File: config.mk
export PLATFORM = sky130hd
export DESIGN_NAME = psr_unit
export DESIGN_NICKNAME = d
export VERILOG_FILES = /design/src/rtl/sparc_pkg.sv /design/src/rtl/psr_cond_eval.sv /design/src/rtl/psr_unit.sv
export SDC_FILE = /design/constraint.sdc
export NUM_CORES = 1
export LEC_CHECK = 0
export CAP_MARGIN = 25
export CORE_MARGIN = 8
export CORE_UTILIZATION = 41
export CTS_CLUSTER_DIAMETER = 60
export DETAILED_ROUTE_END_ITERATION = 10
export PLACE_DENSITY = 0.86
export SLEW_MARGIN = 20
export SYNTH_ARGS = -nofsm -noshare
export SYNTH_HDL_FRONTEND = slang
export SYNTH_SLANG_ARGS = --single-unit
File: constraint.sdc
create_clock -name clk -period 5.25 [get_ports clk]
set_clock_uncertainty 0.05 [all_clocks]
set_input_delay 0.7875 -clock clk [delete_from_list [all_inputs] [get_ports clk]]
set_output_delay 0.7875 -clock clk [all_outputs]
set_load 0.02 [all_outputs]
File: src/rtl/sparc_pkg.sv
// Shared SPARC definitions: PSR field positions, Bicc codes, ALU cc-op decode.
package sparc_pkg;

    localparam int DEF_NWINDOWS = 8;

    localparam int PSR_IMPL_LSB = 28;
    localparam int PSR_VER_LSB  = 24;
    localparam int PSR_ICC_LSB  = 20;
    localparam int PSR_EF       = 12;
    localparam int PSR_PIL_LSB  = 8;
    localparam int PSR_S        = 7;
    localparam int PSR_PS       = 6;
    localparam int PSR_ET       = 5;
    localparam int PSR_CWP_LSB  = 0;

    localparam int ICC_N = 3;
    localparam int ICC_Z = 2;
    localparam int ICC_V = 1;
    localparam int ICC_C = 0;

    typedef enum logic [3:0] {
        BN   = 4'h0,
        BE   = 4'h1,
        BLE  = 4'h2,
        BL   = 4'h3,
        BLEU = 4'h4,
        BCS  = 4'h5,
        BNEG = 4'h6,
        BVS  = 4'h7,
        BA   = 4'h8,
        BNE  = 4'h9,
        BG   = 4'hA,
        BGE  = 4'hB,
        BGU  = 4'hC,
        BCC  = 4'hD,
        BPOS = 4'hE,
        BVC  = 4'hF
    } bicc_e;

    localparam logic [1:0] OP_CC_GRP   = 2'b01;
    localparam logic [1:0] OP_ARITH_LO = 2'b00;

    localparam logic [5:0] OP_ADDCC  = 6'b010000;
    localparam logic [5:0] OP_ANDCC  = 6'b010001;
    localparam logic [5:0] OP_ORCC   = 6'b010010;
    localparam logic [5:0] OP_XORCC  = 6'b010011;
    localparam logic [5:0] OP_SUBCC  = 6'b010100;
    localparam logic [5:0] OP_ADDXCC = 6'b011000;
    localparam logic [5:0] OP_SUBXCC = 6'b011100;

endpackage

File: src/rtl/psr_cond_eval.sv
// Bicc condition evaluator: integer condition codes x cond field -> taken.
module psr_cond_eval
    import sparc_pkg::*;
(
    input  logic [3:0] icc_i,
    input  logic [3:0] cond_i,
    output logic       cond_true_o
);

    logic n, z, v, c;

    assign n = icc_i[ICC_N];
    assign z = icc_i[ICC_Z];
    assign v = icc_i[ICC_V];
    assign c = icc_i[ICC_C];

    always_comb begin
        cond_true_o = 1'b0;
        unique case (bicc_e'(cond_i))
            BN:   cond_true_o = 1'b0;
            BE:   cond_true_o = z;
            BLE:  cond_true_o = z | (n ^ v);
            BL:   cond_true_o = n ^ v;
            BLEU: cond_true_o = c | z;
            BCS:  cond_true_o = c;
            BNEG: cond_true_o = n;
            BVS:  cond_true_o = v;
            BA:   cond_true_o = 1'b1;
            BNE:  cond_true_o = ~z;
            BG:   cond_true_o = ~(z | (n ^ v));
            BGE:  cond_true_o = ~(n ^ v);
            BGU:  cond_true_o = ~(c | z);
            BCC:  cond_true_o = ~c;
            BPOS: cond_true_o = ~n;
            BVC:  cond_true_o = ~v;
        endcase
    end

endmodule

File: src/rtl/psr_unit.sv
// Processor State Register: icc, supervisor/trap state, CWP and WIM,
// window overflow/underflow checks and Bicc condition evaluation.
module psr_unit
    import sparc_pkg::*;
#(
    parameter int         NWINDOWS = DEF_NWINDOWS,
    parameter logic [3:0] IMPL     = 4'h0,
    parameter logic [3:0] VER      = 4'h0
) (
    input  logic                clk,
    input  logic                rst,
    input  logic [5:0]          alu_opcode,
    input  logic                alu_valid,
    input  logic                n_in,
    input  logic                z_in,
    input  logic                v_in,
    input  logic                c_in,
    input  logic                wrpsr,
    input  logic                wrwim,
    input  logic [31:0]         wr_data,
    input  logic                save,
    input  logic                restore,
    input  logic                rett,
    input  logic                trap_entry,
    input  logic [3:0]          cond,
    output logic [31:0]         psr,
    output logic [NWINDOWS-1:0] wim,
    output logic [4:0]          cwp,
    output logic                carry,
    output logic                cond_true,
    output logic                wof_trap,
    output logic                wuf_trap,
    output logic                illegal_trap
);

    localparam logic [4:0] WMASK = 5'(NWINDOWS - 1);
    localparam logic [5:0] NW6   = 6'(NWINDOWS);

    logic [3:0]          icc_q, icc_d;
    logic                ef_q, ef_d;
    logic [3:0]          pil_q, pil_d;
    logic                s_q, s_d;
    logic                ps_q, ps_d;
    logic                et_q, et_d;
    logic [4:0]          cwp_q, cwp_d;
    logic [NWINDOWS-1:0] wim_q, wim_d;
    logic                wof_q, wof_d;
    logic                wuf_q, wuf_d;
    logic                ill_q, ill_d;

    logic [4:0]  cwp_inc, cwp_dec;
    logic [31:0] wim_ext;
    logic        inc_inval, dec_inval;
    logic        cc_op, arith_cc;
    logic        unused_bits;

    assign cwp_inc   = (cwp_q + 5'd1) & WMASK;
    assign cwp_dec   = (cwp_q - 5'd1) & WMASK;
    assign wim_ext   = 32'(wim_q);
    assign inc_inval = wim_ext[cwp_inc];
    assign dec_inval = wim_ext[cwp_dec];

    assign cc_op    = alu_valid && (alu_opcode[5:4] == OP_CC_GRP);
    assign arith_cc = (alu_opcode[1:0] == OP_ARITH_LO);

    assign unused_bits = ^{wr_data[31:24], wr_data[19:13], alu_opcode[3:2]};

    always_comb begin
        icc_d = icc_q;
        ef_d  = ef_q;
        pil_d = pil_q;
        s_d   = s_q;
        ps_d  = ps_q;
        et_d  = et_q;
        cwp_d = cwp_q;
        wim_d = wim_q;
        wof_d = 1'b0;
        wuf_d = 1'b0;
        ill_d = 1'b0;

        if (wrwim) begin
            wim_d = wr_data[NWINDOWS-1:0];
        end

        // Only WRPSR competes with the ALU for icc
        if (cc_op && !wrpsr) begin
            icc_d[ICC_N] = n_in;
            icc_d[ICC_Z] = z_in;
            icc_d[ICC_V] = arith_cc ? v_in : 1'b0;
            icc_d[ICC_C] = arith_cc ? c_in : 1'b0;
        end

        if (trap_entry) begin
            et_d  = 1'b0;
            ps_d  = s_q;
            s_d   = 1'b1;
            cwp_d = cwp_dec;
        end else if (rett) begin
            if (et_q) begin
                ill_d = 1'b1;
            end else if (inc_inval) begin
                wuf_d = 1'b1;
            end else begin
                cwp_d = cwp_inc;
                s_d   = ps_q;
                et_d  = 1'b1;
            end
        end else if (wrpsr) begin
            icc_d = wr_data[PSR_ICC_LSB +: 4];
            ef_d  = wr_data[PSR_EF];
            pil_d = wr_data[PSR_PIL_LSB +: 4];
            s_d   = wr_data[PSR_S];
            ps_d  = wr_data[PSR_PS];
            et_d  = wr_data[PSR_ET];
            if ({1'b0, wr_data[PSR_CWP_LSB +: 5]} < NW6) begin
                cwp_d = wr_data[PSR_CWP_LSB +: 5];
            end
        end else if (save && !restore) begin
            if (dec_inval) begin
                wof_d = 1'b1;
            end else begin
                cwp_d = cwp_dec;
            end
        end else if (restore && !save) begin
            if (inc_inval) begin
                wuf_d = 1'b1;
            end else begin
                cwp_d = cwp_inc;
            end
        end
    end

    always_ff @(posedge clk) begin
        if (rst) begin
            icc_q <= 4'b0;
            ef_q  <= 1'b0;
            pil_q <= 4'b0;
            s_q   <= 1'b1;
            ps_q  <= 1'b0;
            et_q  <= 1'b0;
            cwp_q <= 5'd0;
            wim_q <= '0;
            wof_q <= 1'b0;
            wuf_q <= 1'b0;
            ill_q <= 1'b0;
        end else begin
            icc_q <= icc_d;
            ef_q  <= ef_d;
            pil_q <= pil_d;
            s_q   <= s_d;
            ps_q  <= ps_d;
            et_q  <= et_d;
            cwp_q <= cwp_d;
            wim_q <= wim_d;
            wof_q <= wof_d;
            wuf_q <= wuf_d;
            ill_q <= ill_d;
        end
    end

    psr_cond_eval u_cond (
        .icc_i       (icc_q),
        .cond_i      (cond),
        .cond_true_o (cond_true)
    );

    assign psr = {IMPL, VER, icc_q, 7'b0, ef_q, pil_q,
                  s_q, ps_q, et_q, cwp_q};
    assign wim          = wim_q;
    assign cwp          = cwp_q;
    assign carry        = icc_q[ICC_C];
    assign wof_trap     = wof_q;
    assign wuf_trap     = wuf_q;
    assign illegal_trap = ill_q;

endmodule

**Word-level counts from Yosys, hierarchy flattened**

Index checks and enable logic that the tools add are counted.

- Flip-flop bits (word level): 28
- Input bits: 55

- Add/subtract/negate cells: 2
- Order comparisons: 3
- Equality and inequality tests: 24
- Muxes and demuxes: 39
- Bitwise operators: 13
- Reductions and logical operators: 21

Operators with widths:

| operator | number |
|---|---|
| $mux 5 | 8 |
| $eq 4x4->1 const B | 8 |
| $mux 1 | 23 |
| $eq 4x3->1 const B | 4 |
| $mux 4 | 4 |
| $pmux 1 s16 | 1 |
| $lt 3x6->1 const B | 2 |
| $not 1->1 | 10 |
| $eq 4x2->1 const B | 2 |
| $reduce_and 4->1 | 2 |
| $bmux 1 s3 | 2 |
| $reduce_and 3->1 | 2 |
| $lt 5x4->1 const B | 1 |
| $ne 5x5->1 const B | 1 |
| $reduce_bool 5->1 | 1 |
| $reduce_or 5->1 | 1 |
| $eq 4x1->1 const B | 1 |
| $logic_and 1x1->1 | 4 |
| $logic_not 4->1 | 1 |
| $ne 2x2->1 const B | 2 |
| $ne 4x1->1 const B | 1 |
| $ne 4x4->1 const B | 1 |
| $reduce_bool 2->1 | 2 |
| $reduce_bool 4->1 | 1 |
| other kinds (14) | 17 |

**Logic depth before layout (Yosys ltp)**

- Depth in word-level cells: 9
- Depth in mapped cells: 9

**By module**

A second synthesis with hierarchy kept.

- Cell total of the unflattened synthesis: 201
- Area, all modules: 1796.7 um^2

By module, submodules not included:

| module | times used | cells an instance | area each (um^2) | sequential area each (um^2) |
|---|---|---|---|---|
| psr_unit | 1 | 190 | 1714.1 | 560.5 |
| psr_cond_eval | 1 | 11 | 82.6 | 0.0 |

**Least setup slack after synthesis**

Ideal clock, no wire load.

- Path type: flip-flop to flip-flop
- From: register cwp_q[0], in the netlist cwp[0]
- To: register cwp_q[1], in the netlist cwp[1]
- Arrival: 2.326 ns
- Data required time: 5.059 ns
- Path slack: 2.733 ns
- Cell stages (with the launch flop): 10
- Period minus slack after synthesis: 2.517 ns
- Cells stage by stage: dfxtp_1 -> buf_6 -> inv_1 -> ha_1 -> buf_6 -> mux4_1 -> mux2_4 -> a21oi_4 -> or4_1 -> o311ai_0

- Longest elaborated chain between the ends: 9

Ends and longest elaborated chain:

| item | RTL line | source |
|---|---|---|
| from (decl) | psr_unit.sv:45 | `logic [4:0] cwp_q, cwp_d;` |
| from (signal assigned) | psr_unit.sv:153 | `cwp_q <= cwp_d;` |
| $add 3x1->3 | psr_unit.sv:57 | `assign cwp_inc = (cwp_q + 5'd1) & WMASK;` |
| $bmux 1 s3 | psr_unit.sv:60 | `assign inc_inval = wim_ext[cwp_inc];` |
| $mux 1 (implied by the code) | psr_unit.sv:60 |  |
| $mux 5 | psr_unit.sv:101, psr_unit.sv:125 |  |
| $mux 5 | psr_unit.sv:124 | `end else if (restore && !save) begin` |
| $mux 5 | psr_unit.sv:118 | `end else if (save && !restore) begin` |
| $mux 5 | psr_unit.sv:108 | `end else if (wrpsr) begin` |
| $mux 5 | psr_unit.sv:98 | `end else if (rett) begin` |
| $mux 3 | psr_unit.sv:93 | `if (trap_entry) begin` |

Several ways; a longest one is shown, not always the timed one. The select of a mux whose other input is x is not followed.
A chain may end at the register's enable or synchronous reset.

**Worst setup path after layout**

- From: input cond[0]
- To: output cond_true

- Longest elaborated chain between the ends: 2

Ends and longest elaborated chain:

| item | RTL line | source |
|---|---|---|
| from (decl) | psr_unit.sv:25 | `input logic [3:0] cond,` |
| $eq 4x4->1 (tied with other cells) | psr_cond_eval.sv:19 | `unique case (bicc_e'(cond_i))` |
| $pmux 1 s16 * | psr_cond_eval.sv:19 |  |
| to (decl) | psr_unit.sv:30 | `output logic cond_true,` |

Mark *: on every way between the ends. The rest lies on a longest branch, timed or not.

==> flow_summary.toml <==
[outcome]
outcome = "finished, final reports clean"

[drt]
drtAntennaViolNets = 0
drcViolationCount = 0
firstDrtPassIters = 4
post_drt_via_cell_ratio = 5.192
wirelength_um = 4937
vias = 1625
first_iter_violations = 92
wire_length_per_cell_after_detailed_routing_um = 15.77

[die]
total_number_of_placement_rows = 24
die_h_um = 82.18
num_io_pins = 105
design.core.area_um2 = 4294
floorplan.initialDensity_pct = 41.81
die-area_um2 = 6753
dieWidth_um = 82.18

[timing]
report.final.setup_viol = 0
timing.final.crit_share_pct = 65.53
drv_slew = 0
maxClockFrequency_mhz = 290.7
unrepaired_setup_endpoints_after_global_routing = "no"
maxSlewHeadroom_pct = 50.47
totalNegativeSetupSlack_ns = 0
tightest_slew_ns = 0.7325
final-hold-violation-count = 0
timing.final.crit_period_ns = 3.440

[clocking]
clk_sink_count = 28
worst_skew_pair.late_latency_ns = 0.27
post_cts_resized = 0
post_cts.repair.setup_buffers = 0
clock_tree_from_tritoncts = "done"
clock_tree.htree_level_count = 1
max-clock-path-buffers = 2
ctsRootBufferMaster = "sky130_fd_sc_hd__clkbuf_8"
numCtsBuffers = 3
clk_transition_reported_paths_ns = 0.10
cts_hold_buffers = 0

[final_layout]
layout-area-overhead-vs-synth_pct = 36.86
antennaDiodeCount = 0
fraction_of_final_layout_cells_sized_beyond_drive_strength_1_pct = 5.364
instances_no_fill = 313
postLayoutCellArea_um2 = 2457
nNetsFinal = 321

[critical_path]
critical-path-top-cell-by-count = "sky130_fd_sc_hd__clkdlybuf4s50_1"
crit_slowest_cell = "sky130_fd_sc_hd__clkdlybuf4s50_1"
r2r-start = "cwp[0]$_SDFFE_PP0P_"
reg2reg_setup_slack_ns = 2.36
worst-r2r-cell-count = 7
max_stage_delay_ns = 0.62
cp-start-kind = "primary input"
cp.required_ns = 4.41
critPathCapture = "cond_true"
critical_path.endpoint_type = "output pin"
path_max_fanout = 3
reg2reg_to = "cwp[1]$_SDFFE_PP0P_"
critical_path_arrival_ns = 2.60
worstSetupPathType = "primary input to output pin"
critical_path.cell_chain = "clkdlybuf4s50_1, mux2i_1, nand2_1, o311ai_0, o21ai_0, xor2_1, clkdlybuf4s50_1"
worstSetupStartpoint = "cond[0]"

[pwr]
switch_pwr_mw = 0.1980
fraction_of_power_spent_switching_nets_pct = 32.85
clkPwrFrac_pct = 22.3
share_seq_of_total_power_pct = 40.4
worst_ir_drop_vdd_mv = 0.1642
internal_power_summed_over_all_cells_mw = 0.4047
leakagePower_nw = 0.9770
comb_power_share_pct = 37.3
total_power_density_per_cell_area_nw_per_um2 = 245.3

[grt]
grtUsageTotal_pct = 14.44
grt_max_degree = 29
vias_in_the_first_global_route = 1590
antenna_found_initial = 0
grt_overflow_total = 0
wire_length_of_the_first_global_routing_pass_um = 7659

[synthesis]
synth_edf_count = 0
avg_synthesized_cell_area_um2 = 8.716
synth_flop_cell = "sky130_fd_sc_hd__dfxtp_1"
syn_area_um2 = 1795
ys_ff_latch = 28
async_reset_ff_share_pct = 0
synthDistinctLibCells = 45
synth.yosys.seq_area_share_pct = 31.22
total_number_of_yosys_warnings = 0
syn_inst = 206

[job]
cap_viol_max_count = 0

[place]
placed_cells_incl_taps = 309
buffer_ports.inserted = 72
cell_area_placed_um2 = 2396
placed_wire_length_estimate_um = 3965
place.gp.congestion = 0.8152

[hold_path]
min-delay-path-class = "flop to flop"
[cell usage in the layout, fill, tap and decap left out, types with 3 or more instances in the layout]
master,n
sky130_fd_sc_hd__dfxtp_1,28
sky130_fd_sc_hd__inv_1,6
sky130_fd_sc_hd__nor3_1,6
sky130_fd_sc_hd__nor2b_1,4
sky130_fd_sc_hd__xor2_1,3
sky130_fd_sc_hd__ha_1,4
sky130_fd_sc_hd__nor2_1,24
sky130_fd_sc_hd__a211oi_1,3
sky130_fd_sc_hd__clkbuf_8,4
sky130_fd_sc_hd__a21oi_1,12
sky130_fd_sc_hd__clkdlybuf4s50_1,72
sky130_fd_sc_hd__o21ai_0,5
sky130_fd_sc_hd__nand2_1,18
sky130_fd_sc_hd__a311oi_1,3
sky130_fd_sc_hd__mux2i_1,19
sky130_fd_sc_hd__conb_1,15
sky130_fd_sc_hd__or4_1,3
[worst max-delay path, delay by kind of cell]
kind                   cells  cell delay [ns]
XOR/XNOR                   1             0.15
multiplexers               1             0.20
AND/OR/NAND/NOR            1             0.07
buffers and inverters      2             1.15
AO/OA/AOI/OAI              2             0.25
[power groups by stage]
stage / sequential, mW / clock (mW) / combinational (mW)
after floorplan: 0.256 / 0 / 0.152
after global placement: 0.248 / 0 / 0.220
after detailed placement: 0.249 / 0 / 0.224
after CTS: 0.244 / 0.137 / 0.225
after global routing: 0.247 / 0.145 / 0.243
final: 0.244 / 0.135 / 0.225
[synth_stat cells (2+ instances only)]
cell	number	area [um^2]
sky130_fd_sc_hd__or4_1	3	22.52
sky130_fd_sc_hd__mux2i_1	19	190.2
sky130_fd_sc_hd__a211oi_1	3	22.52
sky130_fd_sc_hd__nor3b_1	2	15.01
sky130_fd_sc_hd__nand2b_1	2	12.51
sky130_fd_sc_hd__dfxtp_1	28	560.5
sky130_fd_sc_hd__nor3_1	6	30.03
sky130_fd_sc_hd__a21oi_1	12	60.06
sky130_fd_sc_hd__a311oi_1	3	26.28
sky130_fd_sc_hd__clkbuf_1	7	26.28
sky130_fd_sc_hd__inv_1	6	22.52
sky130_fd_sc_hd__ha_1	4	50.05
sky130_fd_sc_hd__o311ai_0	2	17.52
sky130_fd_sc_hd__mux4_1	2	52.55
sky130_fd_sc_hd__buf_6	2	22.52
sky130_fd_sc_hd__a22oi_1	2	15.01
sky130_fd_sc_hd__and2_1	2	12.51
sky130_fd_sc_hd__xor2_1	3	26.28
sky130_fd_sc_hd__o21ai_0	5	25.02
sky130_fd_sc_hd__buf_4	25	187.7
sky130_fd_sc_hd__nor2b_1	4	25.02
sky130_fd_sc_hd__nand2_1	18	67.56
sky130_fd_sc_hd__nor2_1	24	90.09
[sequential cells by signal, indices dropped and copies added, names as in the netlist]
signal and cells:
pil_q 4, ps_q 1, et_q 1, illegal_trap 1
wim 8, s_q 1, ef_q 1, wuf_trap 1
icc_q 4, cwp 5, wof_trap 1
[per-stage QoR]
step / hold WS, ns / total power [mW] / setup WS, ns / util, %
5_1_grt: 0.4322 / 0.6342 / 1.630 / 57.23
6_report: 0.4101 / 0.6027 / 1.810 / 57.23
3_5_place_dp: 0.3953 / 0.4730 / 1.800 / 55.80
3_3_place_gp: 0.3912 / 0.4681 / 1.833 / 55.80
4_1_cts: 0.4094 / 0.6058 / 1.800 / 57.08
2_1_floorplan: 0.3867 / 0.4077 / 2.733 / -
[how the worst min path moves through the flow]
| stage | from | end | cells after the start |
|---|---|---|---|
| floorplan | ef_q$_SDFFE_PP0P_ | ef_q$_SDFFE_PP0P_ | 2 |
| global placement | ef_q$_SDFFE_PP0P_ | ef_q$_SDFFE_PP0P_ | 2 |
| detailed placement | pil_q[3]$_SDFFE_PP0P_ | pil_q[3]$_SDFFE_PP0P_ | 2 |
| CTS | pil_q[3]$_SDFFE_PP0P_ | pil_q[3]$_SDFFE_PP0P_ | 2 |
| global route | pil_q[0]$_SDFFE_PP0P_ | pil_q[0]$_SDFFE_PP0P_ | 2 |
| finish | pil_q[3]$_SDFFE_PP0P_ | pil_q[3]$_SDFFE_PP0P_ | 2 |
[cell families (layout without fill, tap and decap cells)]
group,Yosys count,after routing,synth area share (%)
adder cells (fa/ha/maj),4,4,2.788
other,1,15,0.2089
AO/OA/AOI/OAI,37,37,14.84
AND/OR/NAND/NOR,65,65,16.93
flip-flops,28,28,31.22
buffers and inverters,42,83,14.91
multiplexers,24,24,16.24
XOR/XNOR,5,5,2.858
[layout make-up]
class | count | area, um^2
clock buffer | 4 | 55.05
fill | 373 | 1837
inverter | 6 | 22.52
multi-input combinational | 150 | 1026
sequential | 28 | 560.5
tap | 52 | 65.06
timing repair buffer | 73 | 728.2
[metal layers]
metal / vias to the layer above / global-route usage [%] / routed length (um)
li1: 791 / - / -
met1: 771 / 16.20 / 1855
met2: 55 / 25.65 / 2593
met3: 8 / 3.247 / 374
met4: 0 / 6.140 / 114
met5: - / 0 / 0
Power figures use the tool's default switching activity.
